`config.mk`:
```
export PLATFORM = sky130hd
export DESIGN_NAME = dcache_write_buffer
export DESIGN_NICKNAME = d
export VERILOG_FILES = /design/src/rtl/dcache_write_buffer.sv
export SDC_FILE = /design/constraint.sdc
export NUM_CORES = 2
export LEC_CHECK = 0
export BUFFER_PORTS_ARGS = -buffer_cell sky130_fd_sc_hd__buf_2
export CORE_ASPECT_RATIO = 0.9
export CORE_MARGIN = 2
export CORE_UTILIZATION = 58
export CTS_CLUSTER_DIAMETER = 100
export DETAILED_ROUTE_END_ITERATION = 8
export HOLD_SLACK_MARGIN = 0.06
export PLACE_DENSITY = 0.8
export SKIP_LAST_GASP = 1
export SLEW_MARGIN = 10
export SYNTH_ARGS = -nofsm -noshare
export SYNTH_HDL_FRONTEND = slang
export SYNTH_SLANG_ARGS = --single-unit
```
`constraint.sdc`:
```
create_clock -name clk -period 3.8 [get_ports clk]
set_clock_uncertainty 0.05 [all_clocks]
set_input_delay 0.57 -clock clk [delete_from_list [all_inputs] [get_ports clk]]
set_output_delay 0.57 -clock clk [all_outputs]
set_load 0.01 [all_outputs]
```
`src/rtl/dcache_write_buffer.sv`:
```
// Posted write buffer between the data cache and slow memory: absorbs line writebacks
// in a small FIFO, forwards buffered lines to read misses, and drains when idle or full.
module dcache_write_buffer #(
    parameter int DEPTH  = 4,
    parameter int ADDR_W = 28,
    parameter int DATA_W = 128
) (
    input  logic                     clk,
    input  logic                     proc_reset,
    input  logic                     c_read,
    input  logic                     c_write,
    input  logic [ADDR_W-1:0]        c_addr,
    input  logic [DATA_W-1:0]        c_wdata,
    output logic [DATA_W-1:0]        c_rdata,
    output logic                     c_ready,
    output logic                     mem_read,
    output logic                     mem_write,
    output logic [ADDR_W-1:0]        mem_addr,
    output logic [DATA_W-1:0]        mem_wdata,
    input  logic [DATA_W-1:0]        mem_rdata,
    input  logic                     mem_ready,
    output logic [$clog2(DEPTH):0]   wb_count,
    output logic                     wb_empty
);
    localparam int PTR_W = $clog2(DEPTH);
    localparam int CNT_W = PTR_W + 1;

    typedef enum logic [1:0] {S_IDLE, S_READ, S_DRAIN, S_RESP} state_e;

    state_e                          state_q, state_d;
    logic [PTR_W-1:0]                head_q, head_d, tail_q, tail_d;
    logic [CNT_W-1:0]                count_q, count_d;
    logic [DEPTH-1:0]                valid_q, valid_d;
    logic [DEPTH-1:0][ADDR_W-1:0]    addr_q, addr_d;
    logic [DEPTH-1:0][DATA_W-1:0]    data_q, data_d;
    logic [DATA_W-1:0]               c_rdata_q, c_rdata_d;
    logic                            c_ready_q, c_ready_d;
    logic                            mem_read_q, mem_read_d;
    logic                            mem_write_q, mem_write_d;
    logic [ADDR_W-1:0]               mem_addr_q, mem_addr_d;
    logic [DATA_W-1:0]               mem_wdata_q, mem_wdata_d;

    logic                            hit;
    logic [PTR_W-1:0]                hit_idx;
    logic                            full;
    logic                            drain_go;

    // Coalescing guarantees at most one valid entry matches, so the last match wins trivially.
    always_comb begin
        hit     = 1'b0;
        hit_idx = '0;
        for (int i = 0; i < DEPTH; i++) begin
            if (valid_q[i] && addr_q[i] == c_addr) begin
                hit     = 1'b1;
                hit_idx = PTR_W'(i);
            end
        end
    end

    assign full = (count_q == CNT_W'(DEPTH));

    always_comb begin
        state_d     = state_q;
        head_d      = head_q;
        tail_d      = tail_q;
        count_d     = count_q;
        valid_d     = valid_q;
        addr_d      = addr_q;
        data_d      = data_q;
        c_rdata_d   = c_rdata_q;
        c_ready_d   = 1'b0;
        mem_read_d  = mem_read_q;
        mem_write_d = mem_write_q;
        mem_addr_d  = mem_addr_q;
        mem_wdata_d = mem_wdata_q;
        drain_go    = 1'b0;

        case (state_q)
            S_IDLE: begin
                if (c_read) begin
                    if (hit) begin
                        c_rdata_d = data_q[hit_idx];
                        c_ready_d = 1'b1;
                        state_d   = S_RESP;
                    end else begin
                        mem_read_d = 1'b1;
                        mem_addr_d = c_addr;
                        state_d    = S_READ;
                    end
                end else if (c_write) begin
                    if (hit) begin
                        data_d[hit_idx] = c_wdata;
                        c_ready_d       = 1'b1;
                        state_d         = S_RESP;
                    end else if (!full) begin
                        valid_d[tail_q] = 1'b1;
                        addr_d[tail_q]  = c_addr;
                        data_d[tail_q]  = c_wdata;
                        tail_d          = tail_q + PTR_W'(1);
                        count_d         = count_q + CNT_W'(1);
                        c_ready_d       = 1'b1;
                        state_d         = S_RESP;
                    end else begin
                        // Full with no match: free a slot; the write is retried from IDLE.
                        drain_go = 1'b1;
                    end
                end else if (count_q != '0) begin
                    drain_go = 1'b1;
                end
            end
            S_READ: begin
                if (mem_ready) begin
                    c_rdata_d  = mem_rdata;
                    mem_read_d = 1'b0;
                    c_ready_d  = 1'b1;
                    state_d    = S_RESP;
                end
            end
            S_DRAIN: begin
                if (mem_ready) begin
                    valid_d[head_q] = 1'b0;
                    head_d          = head_q + PTR_W'(1);
                    count_d         = count_q - CNT_W'(1);
                    mem_write_d     = 1'b0;
                    state_d         = S_IDLE;
                end
            end
            S_RESP:  state_d = S_IDLE;
            default: state_d = S_IDLE;
        endcase

        if (drain_go) begin
            mem_write_d = 1'b1;
            mem_addr_d  = addr_q[head_q];
            mem_wdata_d = data_q[head_q];
            state_d     = S_DRAIN;
        end
    end

    always_ff @(posedge clk) begin
        if (proc_reset) begin
            state_q     <= S_IDLE;
            head_q      <= '0;
            tail_q      <= '0;
            count_q     <= '0;
            valid_q     <= '0;
            addr_q      <= '0;
            data_q      <= '0;
            c_rdata_q   <= '0;
            c_ready_q   <= 1'b0;
            mem_read_q  <= 1'b0;
            mem_write_q <= 1'b0;
            mem_addr_q  <= '0;
            mem_wdata_q <= '0;
        end else begin
            state_q     <= state_d;
            head_q      <= head_d;
            tail_q      <= tail_d;
            count_q     <= count_d;
            valid_q     <= valid_d;
            addr_q      <= addr_d;
            data_q      <= data_d;
            c_rdata_q   <= c_rdata_d;
            c_ready_q   <= c_ready_d;
            mem_read_q  <= mem_read_d;
            mem_write_q <= mem_write_d;
            mem_addr_q  <= mem_addr_d;
            mem_wdata_q <= mem_wdata_d;
        end
    end

    assign c_rdata   = c_rdata_q;
    assign c_ready   = c_ready_q;
    assign mem_read  = mem_read_q;
    assign mem_write = mem_write_q;
    assign mem_addr  = mem_addr_q;
    assign mem_wdata = mem_wdata_q;
    assign wb_count  = count_q;
    assign wb_empty  = (count_q == '0);

endmodule

```
# After elaboration in Yosys (flattened, before gate mapping)
# Index checks and enable logic that the tools add are counted.
[word_totals] ff_bits=924 inputBits=289 output_inout_bits=291 wordCells=163
[op_classes] addsub=4 n_lt_le_gt_ge=6 n_eq_ne=24 n_mux=76 bitwise=6 reduce_logical=27
[ops] cell="512-bit bitwise mux" n=2
[ops] cell="512-bit 2-to-1 mux" n=2
[ops] cell="128-bit 2-to-1 mux" n=7
[ops] cell="128-bit binary-select mux with 2-bit select" n=2
[ops] cell="128-bit demux with 2-bit select" n=2
[ops] cell="128-bit case mux with 2 select lines" n=1
[ops] cell="28-bit 2-to-1 mux" n=6
[ops] cell="112-bit bitwise mux" n=1
[ops] cell="28-bit equality test" n=4
[ops] cell="28-bit binary-select mux with 2-bit select" n=1
[ops] cell="28-bit demux with 2-bit select" n=1
[ops] cell="1-bit 2-to-1 mux" n=24
[ops] cell="2-bit 2-to-1 mux" n=10
[ops] cell="4-bit 2-to-1 mux" n=5
[ops] cell="4-bit AND reduction" n=5
[ops] cell="2-bit != test, second input constant" n=9
[ops] cell="3-bit 2-to-1 mux" n=5
[ops] cell="2-bit nonzero test" n=6
[ops] cell="2-bit by 3-bit < comparator with 1-bit output, second input constant" n=3
[ops] cell="3-bit != test, second input constant" n=3
[ops] cell="4-bit != test, second input constant" n=2
[ops] cell="2-bit case mux with 4 select lines" n=1
[ops] cell="4-bit case mux with 2 select lines" n=1
[ops] cell="1-bit logical AND" n=7
[ops] cell="other kinds (24)" n=33

# Longest topological paths before layout
[logic_depth] ltp_word=12 mapped_depth=14 depth_no_buf=8

# Worst setup path before layout
# Ideal clock, no wire load.
[synth_path] path_type="input port to flip-flop" startpoint="input port c_addr[27]" endpoint="register data_q[472] in the netlist's numbering" setup_time_ps=128 t_arrival_ps=2813 required_ps=3622 setup_slack_ps=810 path_stages=12 n_path_buf=4 cell_sequence="buf_2 -> xnor2_2 -> nand4_1 -> nor4_2 -> nand4_2 -> and4_1 -> buf_6 -> a221oi_4 -> buf_8 -> buf_12 -> mux2i_1 -> nor2_1"
[synth_via] elab_chain_len=11 word_cells_on_any_way=24 cone_classes="order compare (2); eq/ne (5); mux (11); reduce/logical (6)"
[synth_lines] item="start, declared" line_no="12" text="input logic [ADDR_W-1:0] c_addr,"
[synth_lines] item="28-bit equality test" line_no="53" text="if (valid_q[i] && addr_q[i] == c_addr) begin"
[synth_lines] item="1-bit logical AND" line_no="53"
[synth_lines] item="1-bit 2-to-1 mux" line_no="53"
[synth_lines] item="2-bit 2-to-1 mux (2 in a row)" line_no="53"
[synth_lines] item="2-bit by 3-bit < comparator with 1-bit output (not written as such) or 2-bit by 1-bit greater-or-equal comparator with 1-bit output (tied branches)" line_no="92" text="data_d[hit_idx] = c_wdata;"
[synth_lines] item="1-bit logical AND (not written as such)" line_no="92"
[synth_lines] item="128-bit 2-to-1 mux (not written as such)" line_no="92"
[synth_lines] item="128-bit demux with 2-bit select" line_no="92"
[synth_lines] item="512-bit bitwise mux" line_no="92"
[synth_lines] item="512-bit 2-to-1 mux" line_no="91" text="if (hit) begin"
[synth_lines] item="end signal, assigned" line_no="162" text="data_q <= data_d;"
[synth_lines] item="end, declared" line_no="35" text="logic [DEPTH-1:0][DATA_W-1:0] data_q, data_d;"
# Several ways; a longest one is shown, not always the timed one.
# A chain may end at the register's enable or synchronous reset.

# Final worst setup path
[layout_path] startpoint="register addr_q[99] in the netlist's numbering" endpoint="register data_q[441] in the netlist's numbering"
[layout_via] elab_chain_len=9 word_cells_on_any_way=13 cone_classes="order compare (2); eq/ne (2); mux (6); reduce/logical (3)"
[layout_lines] item="start, declared" line_no="34" text="logic [DEPTH-1:0][ADDR_W-1:0] addr_q, addr_d;"
[layout_lines] item="start signal, assigned" line_no="161" text="addr_q <= addr_d;"
[layout_lines] item="28-bit equality test *" line_no="53"
[layout_lines] item="1-bit logical AND *" line_no="53"
[layout_lines] item="2-bit 2-to-1 mux" line_no="53"
[layout_lines] item="2-bit by 3-bit < comparator with 1-bit output (not written as such) or 2-bit by 1-bit greater-or-equal comparator with 1-bit output (tied branches)" line_no="92"
[layout_lines] item="1-bit logical AND (not written as such)" line_no="92"
[layout_lines] item="128-bit 2-to-1 mux (not written as such)" line_no="92"
[layout_lines] item="128-bit demux with 2-bit select" line_no="92"
[layout_lines] item="512-bit bitwise mux" line_no="92"
[layout_lines] item="512-bit 2-to-1 mux" line_no="91"
# Every way passes the cells marked *; elsewhere a longest branch is shown, timed or not.

==> metrics.yaml <==
ir_worst_vdd_uv: 415.1
synth-seq-cells: 924
numCtsBuffers: 94
setup.worst_path.end_class: "flip-flop"
grt_pass1_wl_um: 219900
grtUsageTotal: 0.3584
fin_crit_ns: 3.394
maxCapViolCount: 0
ant_nets: 0
dp_slack_ns: 0.05473
synth_area_leaders: "dfxtp_1 42%, mux4_2 8.0%, nand2_1 6.5%"
synth.top_cell.area_share: 0.4221
cts_root_buffer: "clkbuf_16"
synth_area_um2: 43830
hold_buffers: 0
yosys_warnings: 0
relSlewSlack: 0.2594
finalNetCount: 5498
synth_edf_count: 0
run_status: "finished clean"
critPathRequiredTime_ns: 4.29
post-synth-top-count-cell: "dfxtp_1"
synthArstFlopShare: 0
synth_seq_area_share: 0.4221
worstMarginPinSlew_ns: 1.111
first_global_vias: 37656
postCtsSetupBuffers: 0
syn_avg_cell_area_um2: 9.102
clock_latency_ns: 0.67
rsz0062_at_grt: "false"
dr.first_iter.drc_count: 4693
drive_above_1_share: 0.2285
r2r-end: "data_q[441]"
synth_nets: 5113
crit_type: "reg -> reg"
hpwl_um: 91650
powerDensity_nw_per_um2: 449.1
fmax_mhz: 294.6
hold_viol: 0
wirelength_um: 144200
clk_pin_slew_worst_paths_ns: 0.06
ys.flop_type: "dfxtp_1"
cp.arrival_ns: 3.88
first_pass_iters: 6
dp_cells: 6074
cp-endpoint: "data_q[441]"
crit_fanout: 56
setup_tns_ns: 0
die_area_um2: 77780
fin_ws_ns: 0.4055
vias: 39049
io_pins: 580
r2r_slack_ns: 0.41
grt_max_degree: 147
synthDistinctLibCells: 51
gp_congestion: 0.9265
syn_to_final_growth_pct: 16.97
cts_resized: 0
start_util: 0.5862
cts_buffer_depth: 3
period_share: 0.8933
h-tree-depth: 3
ff2ff_path_depth: 9
slew_violations: 0
vias_per_cell: 6.224
worstSetupStartpoint: "addr_q[99]"
cts_sinks: 924
die_w_um: 293.8
syn_inst: 4815
fillers: 5650
num_rows: 95
startpoint_type: "flip-flop"
yosys.area.top_type: "dfxtp_1"
cts_tree: "done"
fin_cells: 6274
fp.coreArea_um2: 74770
yosys-top-cells-count: "924 x dfxtp_1, 761 x nand2_1, 505 x a21oi_1"
drc: 0
hp-class: "in -> reg"
io_buffers: 579
antenna_found_initial: 34
r2r_start: "addr_q[99]"
grt-ovfl-total: 0
fp.dieH_um: 264.8
avgRoutedWirePerCell_um: 22.99
setup_violations: 0
p_leak_nw: 20.36
[worst min-delay path by stage]
| stage | to | cells after the start | start | slack, ns |
|---|---|---|---|---|
| 3_3_place_gp | mem_read | 2 | mem_read | 0.38 |
| 2_1_floorplan | data_q[256] | 2 | data_q[256] | 0.39 |
| 6_report | data_q[275] | 3 | c_wdata[19] | 0.11 |
| 3_5_place_dp | mem_wdata[2] | 2 | mem_wdata[2] | 0.39 |
| 4_1_cts | data_q[273] | 3 | c_wdata[17] | 0.08 |
| 5_1_grt | data_q[291] | 3 | c_wdata[35] | 0.09 |
[kinds of logic (layout without fill, tap and decap cells)]
logic type	Yosys count	in the layout	share of synthesized area
buffers and inverters	449	912	0.05182
flip-flops	924	924	0.4221
adder cells (fa/ha/maj)	9	9	0.002741
multiplexers	568	568	0.1779
AO/OA/AOI/OAI	1071	1071	0.1373
AND/OR/NAND/NOR	1679	1679	0.1834
other	0	26	0
XOR/XNOR	115	115	0.02469
[worst max-delay path, cell delays in order (launching register included)]
cell	delay [ns]
dfxtp_1	0.33
xnor2_1	0.48
nand4_1	0.26
nor4_2	0.35
nand4_1	0.17
and4_1	0.32
a221oi_4	0.46
buf_12	0.46
mux2i_1	0.29
nor2_1	0.07
[flip-flops by register name (all words and copies together) (netlist names)]
name       count
data_q       512
head_q         2
tail_q         2
c_ready        1
mem_read       1
wb_count       3
c_rdata      128
state_q        2
mem_addr      28
mem_write      1
addr_q       112
valid_q        4
mem_wdata    128
[report_power, final]
| group | internal (mW) | switching (mW) | leakage (nW) |
|---|---|---|---|
| combinational | 1.09 | 1.74 | 11.2 |
| sequential | 9.92 | 0.195 | 7.46 |
| clock | 5.96 | 4.12 | 1.68 |
[final cells by class]
type,count,area [µm²],area share
multi-input cells,3442,23150,0.4517
flip-flops and latches,924,18510,0.3610
repair buffers,729,4872,0.09504
clock buffers,139,2874,0.05606
well taps,970,1214,0.02367
clock inverters,35,545.5,0.01064
diodes,26,65.06,0.001269
inverters,9,33.78,0.0006590
[cell usage in the layout (no fill, tap or decap), types with 14 or more instances in the layout]
cell / n
a22o_1: 128
xor2_1: 22
dfxtp_1: 922
clkinv_2: 14
clkbuf_8: 31
a211oi_1: 36
buf_12: 67
clkbuf_16: 96
o21ai_1: 145
buf_2: 578
nand4_1: 38
diode_2: 26
and3_1: 133
xnor2_1: 83
o21ai_0: 244
mux2i_1: 284
nand3b_1: 129
buf_4: 83
mux4_2: 156
nor4_1: 15
nand2_1: 761
mux2_2: 128
nor2_1: 299
nand2b_1: 259
a21oi_1: 503
[per-stage QoR]
step / instance area [µm²] / utilization / total power [mW] / hold WS, ns
after floorplan: 43830 / - / 11.91 / 0.3930
after global placement: 47780 / 0.6391 / 13.04 / 0.3803
after detailed placement: 47780 / 0.6391 / 13.08 / 0.3937
after CTS: 51200 / 0.6848 / 22.98 / 0.07952
after global routing: 51250 / 0.6855 / 23.63 / 0.09125
final: 51260 / 0.6857 / 23.02 / 0.1053
[routing by layer]
layer  vias to the layer above  GRT usage  share of wire  wire (µm)
li1                      17603          -              -          -
met1                     18662     0.4748           0.39      56090
met2                      2346     0.5593           0.46      66310
met3                       420    0.07311           0.10      15040
met4                        18     0.1769          0.046       6675
met5                         -          0        0.00082        118
No activity file was read; power rests on OpenSTA's default activity.
